File: src/rtl/dac_tx_sched_pkg.sv
// Shared definitions for the DAC transmit path: probe widths, trigger source
// encodings, scheduler FSM states and small arbitration helpers.
package dac_tx_sched_pkg;

    localparam int PROBE_CH_W  = 4;
    localparam int PROBE_LEN_W = 12;
    localparam int N_SRC       = 3;

    typedef enum logic [1:0] {
        SRC_SYNC = 2'd0,
        SRC_SW   = 2'd1,
        SRC_PER  = 2'd2
    } src_e;

    typedef enum logic [2:0] {
        ST_IDLE       = 3'd0,
        ST_ISSUE      = 3'd1,
        ST_WAIT_START = 3'd2,
        ST_ACTIVE     = 3'd3,
        ST_HOLD       = 3'd4
    } state_e;

    // Fixed priority: sync beats sw beats periodic.
    function automatic src_e prio_pick(input logic [N_SRC-1:0] pend);
        if (pend[0]) begin
            return SRC_SYNC;
        end else if (pend[1]) begin
            return SRC_SW;
        end else begin
            return SRC_PER;
        end
    endfunction

    function automatic logic [N_SRC-1:0] src_onehot(input src_e src);
        return N_SRC'(1) << src;
    endfunction

endpackage

File: src/rtl/dac_tx_sched_sat_cnt.sv
// Saturating up-counter with synchronous reset and a clear that wins over
// the increment; used for the per-source grant and drop statistics.
module sat_cnt #(
    parameter int W = 16
) (
    input  logic         clk,
    input  logic         rst,
    input  logic         clr,
    input  logic         inc,
    output logic [W-1:0] cnt
);

    always_ff @(posedge clk) begin
        if (rst || clr) begin
            cnt <= '0;
        end else if (inc && (cnt != '1)) begin
            cnt <= cnt + W'(1);
        end
    end

endmodule

File: src/rtl/dac_tx_sched.sv
// Transmit scheduler: arbitrates sync / sw / periodic triggers into single
// tx_req pulses, tracks the burst, enforces hold-off and keeps statistics.
module dac_tx_sched
    import dac_tx_sched_pkg::*;
#(
    parameter int PER_W  = 24,
    parameter int HOLD_W = 16,
    parameter int TO_W   = 8,
    parameter int CNT_W  = 16
) (
    input  logic               dac_clk,
    input  logic               dac_rst,
    input  logic               cfg_en,
    input  logic [2:0]         cfg_src_en,
    input  logic [PER_W-1:0]   cfg_per_min1,
    input  logic [HOLD_W-1:0]  cfg_hold_min1,
    input  logic [TO_W-1:0]    cfg_to_min1,
    input  logic               req_sync,
    input  logic               req_sw,
    input  logic               txing,
    input  logic               clr_stats,
    output logic               tx_req,
    output logic [1:0]         tx_src,
    output logic               busy,
    output logic               err_to,
    output logic [3*CNT_W-1:0] grant_cnt,
    output logic [3*CNT_W-1:0] drop_cnt
);

    logic              req_sync_d;
    logic [PER_W-1:0]  per_cnt;
    logic [N_SRC-1:0]  pend;
    logic [N_SRC-1:0]  ev;
    logic [N_SRC-1:0]  ev_ok;
    logic [N_SRC-1:0]  grant_mask;
    logic [N_SRC-1:0]  drop;
    logic [N_SRC-1:0]  grant_inc;
    logic              grant;
    src_e              grant_src;
    state_e            state;
    logic [TO_W-1:0]   to_cnt;
    logic [HOLD_W-1:0] hold_cnt;

    always_ff @(posedge dac_clk) begin
        if (dac_rst) begin
            req_sync_d <= 1'b0;
        end else begin
            req_sync_d <= req_sync;
        end
    end

    always_ff @(posedge dac_clk) begin
        if (dac_rst || !cfg_en || (per_cnt == '0)) begin
            per_cnt <= cfg_per_min1;
        end else begin
            per_cnt <= per_cnt - PER_W'(1);
        end
    end

    // A re-arriving event on the source being granted re-arms it rather than
    // counting as a drop, because the grant mask is removed first.
    always_comb begin
        ev         = {per_cnt == '0, req_sw, req_sync & ~req_sync_d};
        ev_ok      = ev & cfg_src_en & {N_SRC{cfg_en}};
        grant      = (state == ST_IDLE) && cfg_en && (|pend);
        grant_src  = prio_pick(pend);
        grant_mask = grant ? src_onehot(grant_src) : '0;
        drop       = ev_ok & pend & ~grant_mask;
        for (int i = 0; i < N_SRC; i++) begin
            grant_inc[i] = (state == ST_ISSUE) && (tx_src == 2'(i));
        end
    end

    always_ff @(posedge dac_clk) begin
        if (dac_rst || !cfg_en) begin
            pend <= '0;
        end else begin
            pend <= (pend & ~grant_mask) | ev_ok;
        end
    end

    always_ff @(posedge dac_clk) begin
        if (dac_rst) begin
            state    <= ST_IDLE;
            tx_req   <= 1'b0;
            tx_src   <= SRC_SYNC;
            busy     <= 1'b0;
            err_to   <= 1'b0;
            to_cnt   <= '0;
            hold_cnt <= '0;
        end else begin
            tx_req <= 1'b0;
            case (state)
                ST_IDLE: begin
                    if (grant) begin
                        state  <= ST_ISSUE;
                        tx_req <= 1'b1;
                        tx_src <= grant_src;
                        busy   <= 1'b1;
                    end
                end
                ST_ISSUE: begin
                    to_cnt <= cfg_to_min1;
                    state  <= ST_WAIT_START;
                end
                ST_WAIT_START: begin
                    if (txing) begin
                        state <= ST_ACTIVE;
                    end else if (to_cnt == '0) begin
                        err_to   <= 1'b1;
                        hold_cnt <= cfg_hold_min1;
                        state    <= ST_HOLD;
                    end else begin
                        to_cnt <= to_cnt - TO_W'(1);
                    end
                end
                ST_ACTIVE: begin
                    if (!txing) begin
                        hold_cnt <= cfg_hold_min1;
                        state    <= ST_HOLD;
                    end
                end
                ST_HOLD: begin
                    if (hold_cnt == '0) begin
                        state <= ST_IDLE;
                        busy  <= 1'b0;
                    end else begin
                        hold_cnt <= hold_cnt - HOLD_W'(1);
                    end
                end
                default: begin
                    state <= ST_IDLE;
                    busy  <= 1'b0;
                end
            endcase
            // Clearing the sticky flag takes precedence over a same-cycle timeout.
            if (clr_stats) begin
                err_to <= 1'b0;
            end
        end
    end

    for (genvar i = 0; i < N_SRC; i++) begin : g_stats
        sat_cnt #(.W(CNT_W)) u_grant (
            .clk (dac_clk),
            .rst (dac_rst),
            .clr (clr_stats),
            .inc (grant_inc[i]),
            .cnt (grant_cnt[i*CNT_W +: CNT_W])
        );
        sat_cnt #(.W(CNT_W)) u_drop (
            .clk (dac_clk),
            .rst (dac_rst),
            .clr (clr_stats),
            .inc (drop[i]),
            .cnt (drop_cnt[i*CNT_W +: CNT_W])
        );
    end

endmodule

File: config.mk
export PLATFORM = sky130hd
export DESIGN_NAME = dac_tx_sched
export DESIGN_NICKNAME = d
export VERILOG_FILES = /design/src/rtl/dac_tx_sched_pkg.sv /design/src/rtl/dac_tx_sched_sat_cnt.sv /design/src/rtl/dac_tx_sched.sv
export SDC_FILE = /design/constraint.sdc
export NUM_CORES = 1
export LEC_CHECK = 0
export ABC_AREA = 0
export BUFFER_PORTS_ARGS = -buffer_cell sky130_fd_sc_hd__buf_2
export CORE_UTILIZATION = 45
export CTS_BUF_LIST = sky130_fd_sc_hd__clkbuf_4
export DETAILED_ROUTE_END_ITERATION = 7
export PLACE_DENSITY = 0.65
export SYNTH_ARGS = -nofsm -noshare
export SYNTH_HDL_FRONTEND = slang
export SYNTH_SLANG_ARGS = --single-unit
File: constraint.sdc
create_clock -name dac_clk -period 4.6 [get_ports dac_clk]
set_input_delay 0.92 -clock dac_clk [delete_from_list [all_inputs] [get_ports dac_clk]]
set_output_delay 0.92 -clock dac_clk [all_outputs]
set_load 0.01 [all_outputs]
=== Word level (Yosys, flattened, before mapping) ===
Index checks and enable logic that the tools add are counted.

* Bits in registers: 156
* Input bits: 58
* Output and inout port bits: 101
* Logic and storage cells: 112

* Add/subtract/negate cells: 9
* Eq/ne operators: 20
* Shift operators: 1
* Muxes and demuxes: 22
* Bitwise logic cells: 12
* Reductions and logical operators: 32

{| class="wikitable"
|+ Operators by type and width
! cell !! count
|-
| 16-bit by 1-bit adder with 16-bit output, second input constant || 6
|-
| 16-bit != test, second input constant || 6
|-
| 16-bit 2-to-1 mux || 4
|-
| 16-bit case mux with 3 select lines || 1
|-
| 24-bit zero test || 1
|-
| 24-bit 2-to-1 mux || 1
|-
| 24-bit by 1-bit subtractor with 24-bit output, second input constant || 1
|-
| 3-bit 2-to-1 mux || 6
|-
| 16-bit zero test || 1
|-
| 8-bit 2-to-1 mux || 2
|-
| 8-bit case mux with 2 select lines || 1
|-
| 16-bit by 1-bit subtractor with 16-bit output, second input constant || 1
|-
| 3-bit AND || 5
|-
| 3-bit case mux with 5 select lines || 1
|-
| 2-bit != test, second input constant || 7
|-
| 1-bit logical AND || 11
|-
| 3-bit AND reduction || 3
|-
| 8-bit zero test || 1
|-
| 8-bit by 1-bit subtractor with 8-bit output, second input constant || 1
|-
| 3-bit by 2-bit equality test with 1-bit output, second input constant || 2
|-
| 3-bit OR reduction || 2
|-
| 5-bit AND reduction || 1
|-
| 2-bit 2-to-1 mux || 2
|-
| 1-bit NOT || 4
|-
| other kinds (20) || 25
|}

=== Depth between registers and ports, before layout ===
Gate-level depths: netlist (run 1).

* Word-level depth: 7
* Mapped depth: 9
* Depth with buffers taken out: 7

=== By module ===
From an unflattened synthesis (run 1), not the netlist that was laid out.

* Cell total of the unflattened synthesis: 992
* Area total of the unflattened synthesis: 8358.0 µm²

{| class="wikitable"
|+ Modules (own cells, without submodules)
! module !! times used !! cells an instance !! area an instance (µm²) !! sequential area each (µm²)
|-
| sat_cnt || 6 || 95 || 847.1 || 320.3
|-
| dac_tx_sched || 1 || 422 || 3275.6 || 1201.2
|}

=== Worst setup path after synthesis (run 1) ===
No wires, ideal clock.

* Kind: reg2reg
* Start: register per_cnt[21]
* End: register g_stats[2].u_drop.cnt[11]
* Setup time: 70 ps
* Arrival time: 2530 ps
* Data required time: 4530 ps
* Setup slack: 2000 ps
* Stages on the path, launching flop included: 7
* Period minus slack after synthesis: 2600 ps
* Cells stage by stage: dfxtp_1 > or4_1 > or4_4 > or4_4 > buf_6 > or4_1 > a21oi_1

* Cells in the longest elaborated chain, start to end: 6

{| class="wikitable"
|+ Ends and longest elaborated chain
! what !! line !! text
|-
| start, declared || dac_tx_sched.sv:31 || <nowiki>logic [PER_W-1:0] per_cnt;</nowiki>
|-
| start signal, assigned || dac_tx_sched.sv:54 || <nowiki>per_cnt <= cfg_per_min1;</nowiki>
|-
| start signal, assigned || dac_tx_sched.sv:56 || <nowiki>per_cnt <= per_cnt - PER_W'(1);</nowiki>
|-
| 24-bit zero test || dac_tx_sched.sv:63 || <nowiki>ev = {per_cnt == '0, req_sw, req_sync & ~req_sync_d};</nowiki>
|-
| 3-bit AND (2 in series) || dac_tx_sched.sv:64 || <nowiki>ev_ok = ev & cfg_src_en & {N_SRC{cfg_en}};</nowiki>
|-
| 3-bit AND (2 in series) || dac_tx_sched.sv:68 || <nowiki>drop = ev_ok & pend & ~grant_mask;</nowiki>
|-
| 1-bit logical AND || dac_tx_sched_sat_cnt.sv:16 || <nowiki>end else if (inc && (cnt != '1)) begin</nowiki>
|-
| end signal, assigned || dac_tx_sched_sat_cnt.sv:17 || <nowiki>cnt <= cnt + W'(1);</nowiki>
|-
| end, declared || dac_tx_sched_sat_cnt.sv:10 || <nowiki>output logic [W-1:0] cnt</nowiki>
|}

Every way passes these cells.
A chain may end at the register's enable or synchronous reset.

=== Final worst setup path (run 1) ===
* Start: register hold_cnt[7]
* End: register hold_cnt[10]

* Cells in the longest elaborated chain, start to end: 3

{| class="wikitable"
|+ Ends and longest elaborated chain
! what !! line !! text
|-
| start, declared || dac_tx_sched.sv:42 || <nowiki>logic [HOLD_W-1:0] hold_cnt;</nowiki>
|-
| start signal, assigned || dac_tx_sched.sv:111 || <nowiki>hold_cnt <= cfg_hold_min1;</nowiki>
|-
| start signal, assigned || dac_tx_sched.sv:119 || <nowiki>hold_cnt <= cfg_hold_min1;</nowiki>
|-
| start signal, assigned || dac_tx_sched.sv:128 || <nowiki>hold_cnt <= hold_cnt - HOLD_W'(1);</nowiki>
|-
| 16-bit by 1-bit subtractor with 16-bit output / 16-bit zero test (equally long branches) || dac_tx_sched.sv:128, dac_tx_sched.sv:124 ||
|-
| 16-bit 2-to-1 mux / 2-bit != test (equally long branches) || -- ||
|-
| 16-bit case mux with 3 select lines / 5-bit AND reduction (equally long branches) || -- ||
|}

Several ways; a longest one is shown, not always the timed one. The select of a mux whose other input is x is not followed.

==> impl_results.md, run 1 <==
* Total track usage at 0.2193
* Netlist cell types at 61
* Max Cap Viol at 0
* Max Clock Skew at 0.02326 ns
* Fin crit share at 0.6353
* Min-Delay Path Class: register to register
* Setup crit end: hold_cnt[10]
* DRT iter0 DRCs at between 400 and 500
* FF+latch count, synth at 156
* Post-Syn Instances at roughly 950
* Die Wd at roughly 130 um
* Post-route insts no fill at between 1000 and 1500
* Fin. Hold Viols at 0
* # setup viols final at 0
* Timing startpoint of the critical path: hold_cnt[7]
* Initial antenna violation count at 1
* Synth warn at 0
* # Post-CTS Setup Buffers at 0
* P per Cell Area at 327.0 nW/um2
* Leak at approximately 0.0035 uW
* Final core occ at 0.5336
* CTS H-tree depth at 4
* Outcome: finished, final reports clean
* Setup TNS at 0 ns
* Sequential fraction of the synthesis area at 0.4008
* Fill count at between 1500 and 2000
* Hold-fix buffers, CTS at 0
* CP endpoint kind: register
* Number of flops mapped to enable cells by yosys at 0
* Port-buffer cells at approximately 160
* Mapped Area at between 7000 and 8000 um2
* Wirelength, routed at ~19 mm
* Root Driver: clkbuf_4
* Setup CP Type: register to register
* Worst EP required at just over 5 ns
* Total gr overflow at 0
* Via count at 7338
* CTS Buf Count at 17
* Buffer depth of the longest clock path at 2
* Die area at ~18000 um2
* Clock transition at path regs at ~0.13 ns
* Vias in the first global route at between 6000 and 7000
* Startpoint types: register
* Max Slew Vio Count at 0
* Worst path arrival time at between 3 and 4 ns
* CTS tree: done
* VDD IR max at ~210 uV
* DP Wirelength at roughly 14 mm
* Final min period at between 2 and 3 ns
* Clock Sinks at roughly 160
* Detail Route Antenna Nets at 0
* Async set-or-reset flop fraction in the synthesized netlist at 0
* Share of cells above drive strength 1 at 0.1877
* Critical R2R Launch: hold_cnt[7]
* Avg WL per Cell at ~15 um
* Drt pass-1 iters at 5
* Placed cells at approximately 1300
* R2R Setup Slk at between 1.5 and 2 ns
* FMAX at 342.2 MHz
* Largest net degree at the start of global routing at 55
* R2r worst-path depth at 5
* Total power at 2924 uW
* Final #Nets at roughly 1100
* Syn_nets at 1017
* Initial Utilization at 0.4649
* DIE HEIGHT at between 100 and 150 um
* Worst hold margin at slightly below 0.5 ns
* Vias per cell at between 5 and 6
* RR Endpoint: hold_cnt[10]
* RSZ-0062 raised after global routing: no
* Number of cell rows at between 40 and 50
* Clk_lat worst skew at just under 0.6 ns
* CORE AREA at approximately 17000 um2
* First-pass GRT wire length at around 32 mm
* P&R area growth vs syn at 14.79%
* Drc violations at 0
* Average size of a mapped cell at 8.227 um2
* GPL Wtd Cong at 0.8215
* Worst-path fanout max at 13
* Slew HR at 0.2811
* Post-CTS Resized at 0
* Hold Path Cell Cnt at 2
* IO Pins at around 160
* Worst-Margin Slew at ~1.1 ns
* Ys flop type: dfxtp_1
-- logic make-up (layout without fill, tap and decap cells) --
logic type,count (synthesis),after routing,share of synthesized area
compound gates,218,218,0.1800
buf+inv,68,213,0.03388
mux,3,3,0.003854
fa+ha+maj,12,12,0.01927
xor+xnor,71,71,0.07981
other cells,0,2,0
flops,156,156,0.4008
simple gates,419,419,0.2823
-- power by group --
group | internal, uW | switching (uW)
Combinational | 244 | 402
Clock | 263 | 496
Sequential | 1430 | 91.3
-- critical path, stage by stage (launching register included) --
cell and delay (ns):
dfxtp_1 0.38, or4_1 0.63, nor4b_1 0.78, a21o_1 0.37, a21oi_1 0.34, a32o_1 0.32
-- cells in the mapped netlist (6+ instances only) --
master | number | share of area
a211oi_1 | 14 | 0.013
a21oi_1 | 57 | 0.037
a32o_1 | 11 | 0.014
and3_1 | 20 | 0.016
and4_1 | 19 | 0.021
clkbuf_1 | 47 | 0.023
dfxtp_1 | 156 | 0.40
ha_1 | 12 | 0.019
inv_1 | 19 | 0.0092
nand2_1 | 88 | 0.042
nand3_1 | 40 | 0.026
nand4_1 | 28 | 0.022
nor2_1 | 97 | 0.047
nor3_1 | 26 | 0.017
nor3b_1 | 6 | 0.0058
nor4_1 | 15 | 0.012
o2111ai_1 | 6 | 0.0067
o211ai_1 | 9 | 0.0087
o21ai_0 | 64 | 0.041
o31ai_1 | 12 | 0.012
or3_1 | 30 | 0.024
or4_1 | 13 | 0.013
xnor2_1 | 41 | 0.046
xor2_1 | 30 | 0.034
-- state kept, by name (all words and copies together) (netlist names) --
register and cells:
tx_req 1, tx_src 2, hold_cnt 16, per_cnt 24, err_to 1, g_stats.u_drop.cnt 48, state 3, req_sync_d 1
to_cnt 8, g_stats.u_grant.cnt 48, busy 1, pend 3
-- worst min path at each step --
stage / start / end / slack (ns)
floorplan: per_cnt[0] / per_cnt[0] / 0.45
global placement: to_cnt[4] / to_cnt[4] / 0.47
detailed placement: err_to / err_to / 0.47
CTS: cfg_per_min1[2] / per_cnt[2] / 0.49
global route: cfg_per_min1[21] / per_cnt[21] / 0.51
finish: to_cnt[4] / to_cnt[4] / 0.49
-- through the flow --
| step | setup WS, ns | instance area, um2 |
|---|---|---|
| floorplan | 2.000 | 7791 |
| global placement | 1.684 | 8698 |
| detailed placement | 1.650 | 8698 |
| CTS | 1.716 | 8939 |
| global route | 1.464 | 8941 |
| finish | 1.677 | 8944 |
-- cell usage in the layout, fill, tap and decap left out, types with 5 or more instances in the layout --
cell,instances
and3_1,20
o2111ai_1,6
nand2_1,88
a211oi_1,14
nor3_1,26
or4_1,13
buf_2,158
o21ai_0,64
clkbuf_4,18
nand4_1,28
nand2b_1,5
xnor2_1,41
nand3_1,40
and4_1,19
dfxtp_1,156
or3_1,30
nor2b_1,5
inv_1,19
o31ai_1,12
o211ai_1,9
a21oi_1,57
o41ai_1,5
nor4b_1,5
a32o_1,11
nor4_1,15
xor2_1,30
o21a_1,5
nor3b_1,6
ha_1,12
nor2_1,97
-- layout make-up --
class / count / area (um2) / area share
sequential: 156 / 3123 / 0.3492
inverter: 19 / 71.32 / 0.007974
timing repair buffer: 162 / 820.8 / 0.09177
multi-input combinational: 723 / 4408 / 0.4929
tap: 220 / 275.3 / 0.03078
clock inverter: 14 / 105.1 / 0.01175
clock buffer: 18 / 135.1 / 0.01511
antenna: 2 / 5.005 / 0.0005596
-- metal layers --
metal  wire [um]  global-route usage
met4         278             0.07955
met5           0                   0
met3         926             0.05061
met2        8852              0.3510
met1        9241              0.2876
(Power assumes the default switching activity.)
==> run 2, diff against run 1 <==
==> constraint.sdc (replaced) <==
create_clock -name dac_clk -period 2.85 [get_ports dac_clk]
set_input_delay 0.57 -clock dac_clk [delete_from_list [all_inputs] [get_ports dac_clk]]
set_output_delay 0.57 -clock dac_clk [all_outputs]
set_load 0.01 [all_outputs]
==> impl_results.md, run 2 (synthesized netlist as in run 1, its figures left out) <==
* Avg WL per Cell at 14.54 um (was 14.69 um)
* Number of cell rows at 47 (unchanged)
* CTS Buf Count at 17 (unchanged)
* Die area at 17840 um2 (unchanged)
* Max Clock Skew at 0.02616 ns (was 0.02326 ns)
* Vias per cell at 5.569 (was 5.584)
* Commonest cells after routing, fill and taps aside: 158 x buf_2, 156 x dfxtp_1, 97 x nor2_1 (unchanged)
* CTS tree: done (unchanged)
* Delay-heaviest family, CP: simple AND/OR/NAND/NOR gates (unchanged)
* RSZ-0062 raised after global routing: no (unchanged)
* Drt pass-1 iters at 4 (was 5)
* Vias in the first global route at 6619 (was 6628)
* Total gr overflow at 0 (unchanged)
* Max Slew Vio Count at 0 (unchanged)
* Setup CP Type: register to register (unchanged)
* First-pass GRT wire length at 31.48 mm (was 31.80 mm)
* # setup viols final at 0 (unchanged)
* FF+latch area at 3123 um2 (unchanged)
* Clk_lat worst skew at 0.56 ns (was 0.58 ns)
* Detail Route Antenna Nets at 0 (unchanged)
* Via count at 7429 (was 7338)
* Top Registers: g_stats.u_drop.cnt x48, g_stats.u_grant.cnt x48, per_cnt x24 (unchanged)
* Wirelength, routed at 19.40 mm (was 19.30 mm)
* Root Driver: clkbuf_4 (unchanged)
* VDD IR max at 283.9 uV (was 211.9 uV)
* P per Cell Area at 555.9 nW/um2 (was 327.0 nW/um2)
* Share of cells above drive strength 1 at 0.2049 (was 0.1877)
* Fin. Hold Viols at 0 (unchanged)
* Slew HR at 0.3073 (was 0.2811)
* Startpoint types: register (unchanged)
* CP max-delay cell: or4_4 (was nor4b_1)
* Outcome: finished, final reports clean (unchanged)
* Leak at 0.003618 uW (was 0.003478 uW)
* Worst path arrival time at 3.25 ns (was 3.39 ns)
* DRT iter0 DRCs at 355 (was 405)
* FMAX at 365.4 MHz (was 342.2 MHz)
* Fill count at 1654 (was 1665)
* Largest net degree at the start of global routing at 42 (was 55)
* # Post-CTS Setup Buffers at 0 (unchanged)
* Max incr delay on CP at 0.64 ns (was 0.78 ns)
* Worst-path fanout max at 15 (was 13)
* Clock Sinks at 156 (unchanged)
* Worst-Margin Slew at 1.026 ns (was 1.078 ns)
* Number of buffers and inverters on the critical path at 0 (unchanged)
* CORE AREA at 16760 um2 (unchanged)
* Die Wd at 133.6 um (unchanged)
* Worst EP required at 3.36 ns (was 5.07 ns)
* Initial Utilization at 0.4649 (unchanged)
* CTS H-tree depth at 4 (unchanged)
* CP cell instances: or4_1 -> or4_4 -> or4_4 -> or4_1 -> a21oi_1 (was or4_1 -> nor4b_1 -> a21o_1 -> a21oi_1 -> a32o_1)
* IO Pins at 159 (unchanged)
* DP Wirelength at 14.02 mm (was 13.84 mm)
* Clock transition at path regs at 0.14 ns (was 0.13 ns)
* Final min period at 2.736 ns (was 2.923 ns)
* Leading cell type in the layout, fill and taps excluded: buf_2 (unchanged)
* Total power at 5112 uW (was 2924 uW)
* GPL Wtd Cong at 0.8295 (was 0.8215)
* Fin crit share at 0.9602 (was 0.6353)
* Multi-input gate area at 4419 um2 (was 4408 um2)
* Setup TNS at 0 ns (unchanged)
* CP endpoint kind: register (unchanged)
* Final #Nets at 1170 (was 1149)
* P&R area growth vs syn at 18.03% (was 14.79%)
* Total track usage at 0.2165 (was 0.2193)
* Buffer depth of the longest clock path at 2 (unchanged)
* Drc violations at 0 (unchanged)
* DIE HEIGHT at 133.6 um (unchanged)
* Initial antenna violation count at 1 (unchanged)
* Min-Delay Path Class: primary input to register (was register to register)
* Port-buffer cells at 158 (unchanged)
* Max Cap Viol at 0 (unchanged)
## run 2: worst paths after layout
| check | startpoint | end | slack [ns] | cells past startpoint |
|---|---|---|---|---|
| worst min-delay path | cfg_per_min1[8] | per_cnt[8] | 0.20 | 3 |
| worst max register to register | per_cnt[21] | g_stats[2].u_drop.cnt[11] | 0.11 | 5 |
| worst max-delay path | per_cnt[21] | g_stats[2].u_drop.cnt[11] | 0.11 | 5 |
| worst min register to register | err_to | err_to | 0.49 | 2 |
## run 2: where the power goes
group	leakage [uW]	total, uW	internal [uW]	switching, uW
Clock	0.000160	1520	718	800
Combinational	0.00219	1170	474	694
Sequential	0.00127	2430	2300	122
## run 2: repair_timing
action | CTS | global route
gates resized for setup | 0 | 1
endpoints found under the setup margin | 0 | 2
hold buffers | 0 | 0
## run 2: stage by stage
stage	instance area (um2)	setup WS [ns]	utilization	cells	hold WS [ns]
after floorplan	7791	0.2500	-	947	0.4494
after global placement	8861	0.1273	0.5287	1300	0.4437
after detailed placement	8861	0.06525	0.5287	1300	0.4611
after CTS	9183	0.04727	0.5479	1332	0.1557
after global routing	9196	0.0006166	0.5487	1334	0.1630
final	9196	0.1136	0.5487	1334	0.1991
## run 2: cell type report
cell class / count / share of cell area
timing repair buffer: 182 / 0.1069
clock inverter: 12 / 0.01864
tap: 220 / 0.02993
clock buffer: 20 / 0.01633
sequential: 156 / 0.3396
antenna: 1 / 0.0002721
multi-input combinational: 724 / 0.4805
inverter: 19 / 0.007755
## run 2: per-layer routing
| layer | share of wire | track usage | vias up |
|---|---|---|---|
| li1 | - | - | 3796 |
| met1 | 0.47 | 0.2872 | 3428 |
| met2 | 0.46 | 0.3461 | 182 |
| met3 | 0.049 | 0.04300 | 23 |
| met4 | 0.016 | 0.08207 | 0 |
| met5 | 0 | 0 | - |
## run 2: worst register-to-register path, delay by kind of cell (launching register included)
family / cells / cell delay (ns)
AO/OA/AOI/OAI: 1 / 0.15
flip-flops: 1 / 0.35
AND/OR/NAND/NOR: 4 / 2.19
